--- config.mk ---
export PLATFORM = sky130hd
export DESIGN_NAME = zbt_mem_arbiter
export DESIGN_NICKNAME = d
export VERILOG_FILES = /design/src/rtl/zbt_mem_arbiter.sv
export SDC_FILE = /design/constraint.sdc
export NUM_CORES = 1
export LEC_CHECK = 0
export ABC_CLOCK_PERIOD_IN_PS = 2450
export CAP_MARGIN = 20
export CORE_AREA = 2 2 122 124
export DETAILED_ROUTE_END_ITERATION = 12
export DIE_AREA = 0 0 124 126
export PLACE_DENSITY = 0.8
export SYNTH_ARGS = -nofsm -noshare
export SYNTH_HDL_FRONTEND = slang
export SYNTH_SLANG_ARGS = --single-unit
--- constraint.sdc ---
create_clock -name clock -period 2.45 [get_ports clock]
set_clock_uncertainty 0.2 [all_clocks]
set_input_delay 0.49 -clock clock [delete_from_list [all_inputs] [get_ports clock]]
set_output_delay 0.49 -clock clock [all_outputs]
set_load 0.005 [all_outputs]
--- src/rtl/zbt_mem_arbiter.sv ---
// Single-port ZBT SRAM arbiter for the VGA, NTSC and processing requesters.
// Grants combinationally, issues one registered transaction per cycle and routes tagged read data back.
module zbt_mem_arbiter #(
  parameter int unsigned ADDR_W       = 19,
  parameter int unsigned DATA_W       = 36,
  parameter int unsigned RD_LATENCY   = 2,
  parameter int unsigned STARVE_LIMIT = 8
) (
  input  logic              clock,
  input  logic              reset,
  input  logic              vga_req,
  input  logic [ADDR_W-1:0] vga_addr,
  output logic              vga_ack,
  output logic [DATA_W-1:0] vga_rdata,
  output logic              vga_rvalid,
  input  logic              ntsc_req,
  input  logic [ADDR_W-1:0] ntsc_addr,
  input  logic [DATA_W-1:0] ntsc_wdata,
  output logic              ntsc_ack,
  input  logic              proc_req,
  input  logic              proc_we,
  input  logic [ADDR_W-1:0] proc_addr,
  input  logic [DATA_W-1:0] proc_wdata,
  output logic              proc_ack,
  output logic [DATA_W-1:0] proc_rdata,
  output logic              proc_rvalid,
  output logic              mem_en,
  output logic              mem_we,
  output logic [ADDR_W-1:0] mem_addr,
  output logic [DATA_W-1:0] mem_wdata,
  input  logic [DATA_W-1:0] mem_rdata
);

  localparam int unsigned CNT_W = $clog2(STARVE_LIMIT + 1);

  typedef enum logic {RR_NTSC = 1'b0, RR_PROC = 1'b1} rr_t;

  rr_t              rr_ptr;
  logic [CNT_W-1:0] starve_cnt;
  logic             lower_pend, starve_slot, rr_ntsc, rr_proc;
  logic             gnt_vga, gnt_ntsc, gnt_proc, gnt_any, gnt_we;
  logic [ADDR_W-1:0] gnt_addr;
  logic [DATA_W-1:0] gnt_wdata;

  // Read tags: valid bit per stage, port bit 0 = VGA, 1 = proc
  logic [RD_LATENCY:0] vld_pipe;
  logic [RD_LATENCY:0] port_pipe;

  always_comb begin
    lower_pend  = ntsc_req | proc_req;
    starve_slot = lower_pend && (starve_cnt == CNT_W'(STARVE_LIMIT));
    rr_ntsc     = ntsc_req && (!proc_req || rr_ptr == RR_NTSC);
    rr_proc     = proc_req && !rr_ntsc;
    gnt_vga     = !reset && vga_req && !starve_slot;
    gnt_ntsc    = !reset && !gnt_vga && rr_ntsc;
    gnt_proc    = !reset && !gnt_vga && rr_proc;
    gnt_any     = gnt_vga | gnt_ntsc | gnt_proc;
    gnt_we      = gnt_ntsc | (gnt_proc & proc_we);
    gnt_addr    = vga_addr;
    gnt_wdata   = ntsc_wdata;
    if (gnt_ntsc) gnt_addr = ntsc_addr;
    if (gnt_proc) begin
      gnt_addr  = proc_addr;
      gnt_wdata = proc_wdata;
    end
  end

  assign vga_ack  = gnt_vga;
  assign ntsc_ack = gnt_ntsc;
  assign proc_ack = gnt_proc;

  always_ff @(posedge clock) begin
    if (reset) begin
      rr_ptr     <= RR_NTSC;
      starve_cnt <= '0;
    end else begin
      if (gnt_ntsc && rr_ptr == RR_NTSC) rr_ptr <= RR_PROC;
      if (gnt_proc && rr_ptr == RR_PROC) rr_ptr <= RR_NTSC;
      if (gnt_ntsc || gnt_proc || !lower_pend) starve_cnt <= '0;
      else if (gnt_vga)                        starve_cnt <= starve_cnt + CNT_W'(1);
    end
  end

  // Issue stage: address/data hold when idle; write data only moves on writes
  always_ff @(posedge clock) begin
    if (reset) begin
      mem_en    <= 1'b0;
      mem_we    <= 1'b0;
      mem_addr  <= '0;
      mem_wdata <= '0;
    end else begin
      mem_en <= gnt_any;
      mem_we <= gnt_we;
      if (gnt_any) mem_addr  <= gnt_addr;
      if (gnt_we)  mem_wdata <= gnt_wdata;
    end
  end

  always_ff @(posedge clock) begin
    if (reset) begin
      vld_pipe    <= '0;
      port_pipe   <= '0;
      vga_rvalid  <= 1'b0;
      proc_rvalid <= 1'b0;
      vga_rdata   <= '0;
      proc_rdata  <= '0;
    end else begin
      vld_pipe    <= {vld_pipe[RD_LATENCY-1:0], gnt_vga | (gnt_proc & ~proc_we)};
      port_pipe   <= {port_pipe[RD_LATENCY-1:0], gnt_proc};
      vga_rvalid  <= vld_pipe[RD_LATENCY] & ~port_pipe[RD_LATENCY];
      proc_rvalid <= vld_pipe[RD_LATENCY] &  port_pipe[RD_LATENCY];
      if (vld_pipe[RD_LATENCY] && !port_pipe[RD_LATENCY]) vga_rdata  <= mem_rdata;
      if (vld_pipe[RD_LATENCY] &&  port_pipe[RD_LATENCY]) proc_rdata <= mem_rdata;
    end
  end

endmodule
==> flow_metrics.env <==
export IMPL_die_x_um=124
export IMPL_hold_path_class="in2reg"
export IMPL_hold_buffers=0
export IMPL_routedWlPerCell_um=16.10
export IMPL_period_share_pct=96.16
export IMPL_gp_congestion=0.7965
export IMPL_clk_latency_ns=0.41
export IMPL_drt_first_iter_violations=300
export IMPL_seqPwrFrac_pct=41.0
export IMPL_muxShareOfSynthArea_pct=11.37
export IMPL_placementRows=44
export IMPL_core_sq_um=14310
export IMPL_dpl_hpwl_mm=12.92
export IMPL_hold_violations=0
export IMPL_grt_max_degree=90
export IMPL_synth_edf_count=0
export IMPL_status="finished clean"
export IMPL_top_layer_used="met4"
export IMPL_syn_to_final_growth_pct=71.99
export IMPL_critPathLaunch="vga_req"
export IMPL_antenna_found_initial=0
export IMPL_numCtsBuffers=17
export IMPL_synth_nets=785
export IMPL_final_common_cell="clkdlybuf4s50_1"
export IMPL_grt_usage_pct=22.62
export IMPL_multi_input_area_sq_um=2409
export IMPL_setup_tns_ns=0
export IMPL_syn_cell_area_sq_um=5458
export IMPL_vdd_drop_max_v=0.0004553
export IMPL_crit_arrival_ns=1.67
export IMPL_dp_slack_ns=-0.3759
export IMPL_r2r_start="starve_cnt[1]"
export IMPL_clk_path_buf_depth=2
export IMPL_maxSlewViolCount=0
export IMPL_synthAdderAreaFrac_pct=0.4585
export IMPL_p_sw_mw=1.320
export IMPL_synth_top_family_by_area="compound AO/OA/AOI/OAI gates"
export IMPL_ys_flop_type="dfxtp_1"
export IMPL_synth_compound_area_share_pct=15.96
export IMPL_postCtsSetupRepairBufs=0
export IMPL_critical_path_slowest_cell="clkdlybuf4s50_1"
export IMPL_hp_start="reset"
export IMPL_die_y_um=126
export IMPL_cp_cell_sequence="clkdlybuf4s50_1, buf_4, a211oi_4, dlygate4sd2_1"
export IMPL_cts_tree="built"
export IMPL_synthDistinctLibCells=32
export IMPL_met3_length_mm=1.904
export IMPL_ant_nets=0
export IMPL_grt_overflow=0
export IMPL_p_clk_share_pct=46.4
export IMPL_firstDrtPassIters=4
export IMPL_io_buffers=304
export IMPL_worst_pin_slew_ns=0.9651
export IMPL_io_pins=305
export IMPL_post_route_min_period_ns=2.356
export IMPL_clkSlewWorstSetupHoldPaths_ns=0.06
export IMPL_ys_seq_area_share_pct=52.09
export IMPL_start_kind="input pin"
export IMPL_synth_warnings=0
export IMPL_place_inst=1077
export IMPL_syn_area_per_cell_sq_um=8.918
export IMPL_worstPathRequired_ns=1.76
export IMPL_powerDensity_nw_per_um2=636.3
export IMPL_routed_wl_mm=17.84
export IMPL_drive_gt1_share_pct=7.251
export IMPL_fin_ws_ns=0.09416
export IMPL_final_cells=1108
export IMPL_max_freq_mhz=424.5
export IMPL_whs_ns=0.1590
export IMPL_dieArea_sq_um=15620
export IMPL_switching_share_pct=22.10
export IMPL_start_util_pct=38.13
export IMPL_internal_power_mw=4.652
export IMPL_synth_ff_latch_count=142
export IMPL_comb_power_share_pct=12.6
export IMPL_antenna_cells=0
export IMPL_slew_headroom_pct=35.66
export IMPL_fill_cells=1200
export IMPL_netlist_instances=612
export IMPL_viasPerCell=4.947
export IMPL_synth_xor_xnor_area_share_pct=0.3210
export IMPL_htreeDepth=4
export IMPL_critPathMaxFanout=3
export IMPL_wl_met2_mm=8.781
export IMPL_max_cap_violations=0
export IMPL_cts_root_buf="clkbuf_16"
export IMPL_worstSetupPathType="in2out"
export IMPL_p_leak_nw=3.370
export IMPL_grt_pass1_wl_mm=27.41
export IMPL_end_kind="output port"
export IMPL_final_cell_mix="clkdlybuf4s50_1, nand2_1, dfxtp_1, a21oi_1, mux2i_1"
export IMPL_seqCellArea_sq_um=2843
export IMPL_drcViolationCount=0
export IMPL_finalSetupViolCount=0
export IMPL_via_count=5481
export IMPL_cts_sinks=142
export IMPL_wl_met1_mm=6.820
export IMPL_grt_setup_unrepaired="false"
export IMPL_grt_pass1_vias=5488
export IMPL_yosys_area_share_simple_pct=15.64
export IMPL_synth_async_reset_ratio_pct=0
export IMPL_final_nets=1085
export IMPL_max_stage_delay_ns=0.46
-- critical path, delay by kind of cell --
family	cells	cell delay, ns
compound gates	1	0.27
buf+inv	3	0.91
-- state kept, by name (all words and copies together), names as in the netlist --
signal,count
proc_rdata,36
vga_rdata,36
proc_rvalid,1
vga_rvalid,1
mem_en,1
vld_pipe,3
mem_wdata,36
port_pipe,3
starve_cnt,4
mem_addr,19
rr_ptr,1
mem_we,1
-- area by class of cell --
cell class / instances / area share [%]
Clock inverter: 12 / 1.959
Tap cell: 184 / 2.453
Sequential cell: 142 / 30.29
Clock buffer: 19 / 4.825
Multi-Input combinational cell: 420 / 25.66
Inverter: 4 / 0.1600
Timing Repair Buffer: 327 / 34.66
-- path summary, 6_finish.rpt --
check / end / cells after the start / slack (ns)
setup / recovery: ntsc_ack / 4 / 0.09
hold / removal: rr_ptr / 2 / 0.16
setup reg to reg: mem_wdata[13] / 8 / 0.16
hold reg to reg: vld_pipe[2] / 1 / 0.24
-- repair_timing --
| item | 4_1_cts | 5_1_grt |
|---|---|---|
| setup endpoints to repair | 3 | 38 |
| gates resized for setup | 9 | 3 |
| pin swaps | 2 | 2 |
-- power by group through the flow --
stage                     Combinational, mW  Sequential [mW]  Clock, mW
final                                 0.754             2.45       2.77
after global routing                  0.811             2.46       2.91
after CTS                             0.760             2.45       2.82
after detailed placement              0.755             2.50          0
after global placement                0.746             2.50          0
after floorplan                       0.214             2.50          0
-- per-layer routing --
layer	up-vias	GRT usage, %
li1	2676	-
met1	2538	24.14
met2	240	39.66
met3	27	9.103
met4	0	8.460
met5	-	0
-- metrics by stage --
step	power [mW]	cell area, sq um	utilization [%]
after global routing	6.177	9387	65.58
after CTS	6.027	9373	65.48
after detailed placement	3.251	8735	61.02
after floorplan	2.714	5458	-
final	5.973	9387	65.58
after global placement	3.241	8735	61.02
-- synthesized netlist by cell type, types with 2 or more instances --
| cell | n | area, sq um |
|---|---|---|
| nor2b_1 | 6 | 37.54 |
| dfxtp_1 | 142 | 2843 |
| a211oi_1 | 11 | 82.58 |
| ha_1 | 2 | 25.02 |
| and2_1 | 2 | 12.51 |
| clkbuf_1 | 34 | 127.6 |
| inv_1 | 3 | 11.26 |
| mux2i_1 | 62 | 620.6 |
| a21oi_1 | 85 | 425.4 |
| buf_6 | 3 | 33.78 |
| a22oi_1 | 38 | 285.3 |
| buf_4 | 3 | 22.52 |
| buf_2 | 5 | 25.02 |
| nor2_1 | 6 | 22.52 |
| nand2b_1 | 2 | 12.51 |
| nand2_1 | 192 | 720.7 |
-- kinds of logic (layout without fill, tap and decap cells) --
group,after synthesis,after routing
simple gates,213,213
flops,142,142
compound gates,141,141
mux,62,62
buf+inv,50,362
fa+ha+maj,2,2
xor+xnor,2,2
No activity file was read; power rests on OpenSTA's default activity.
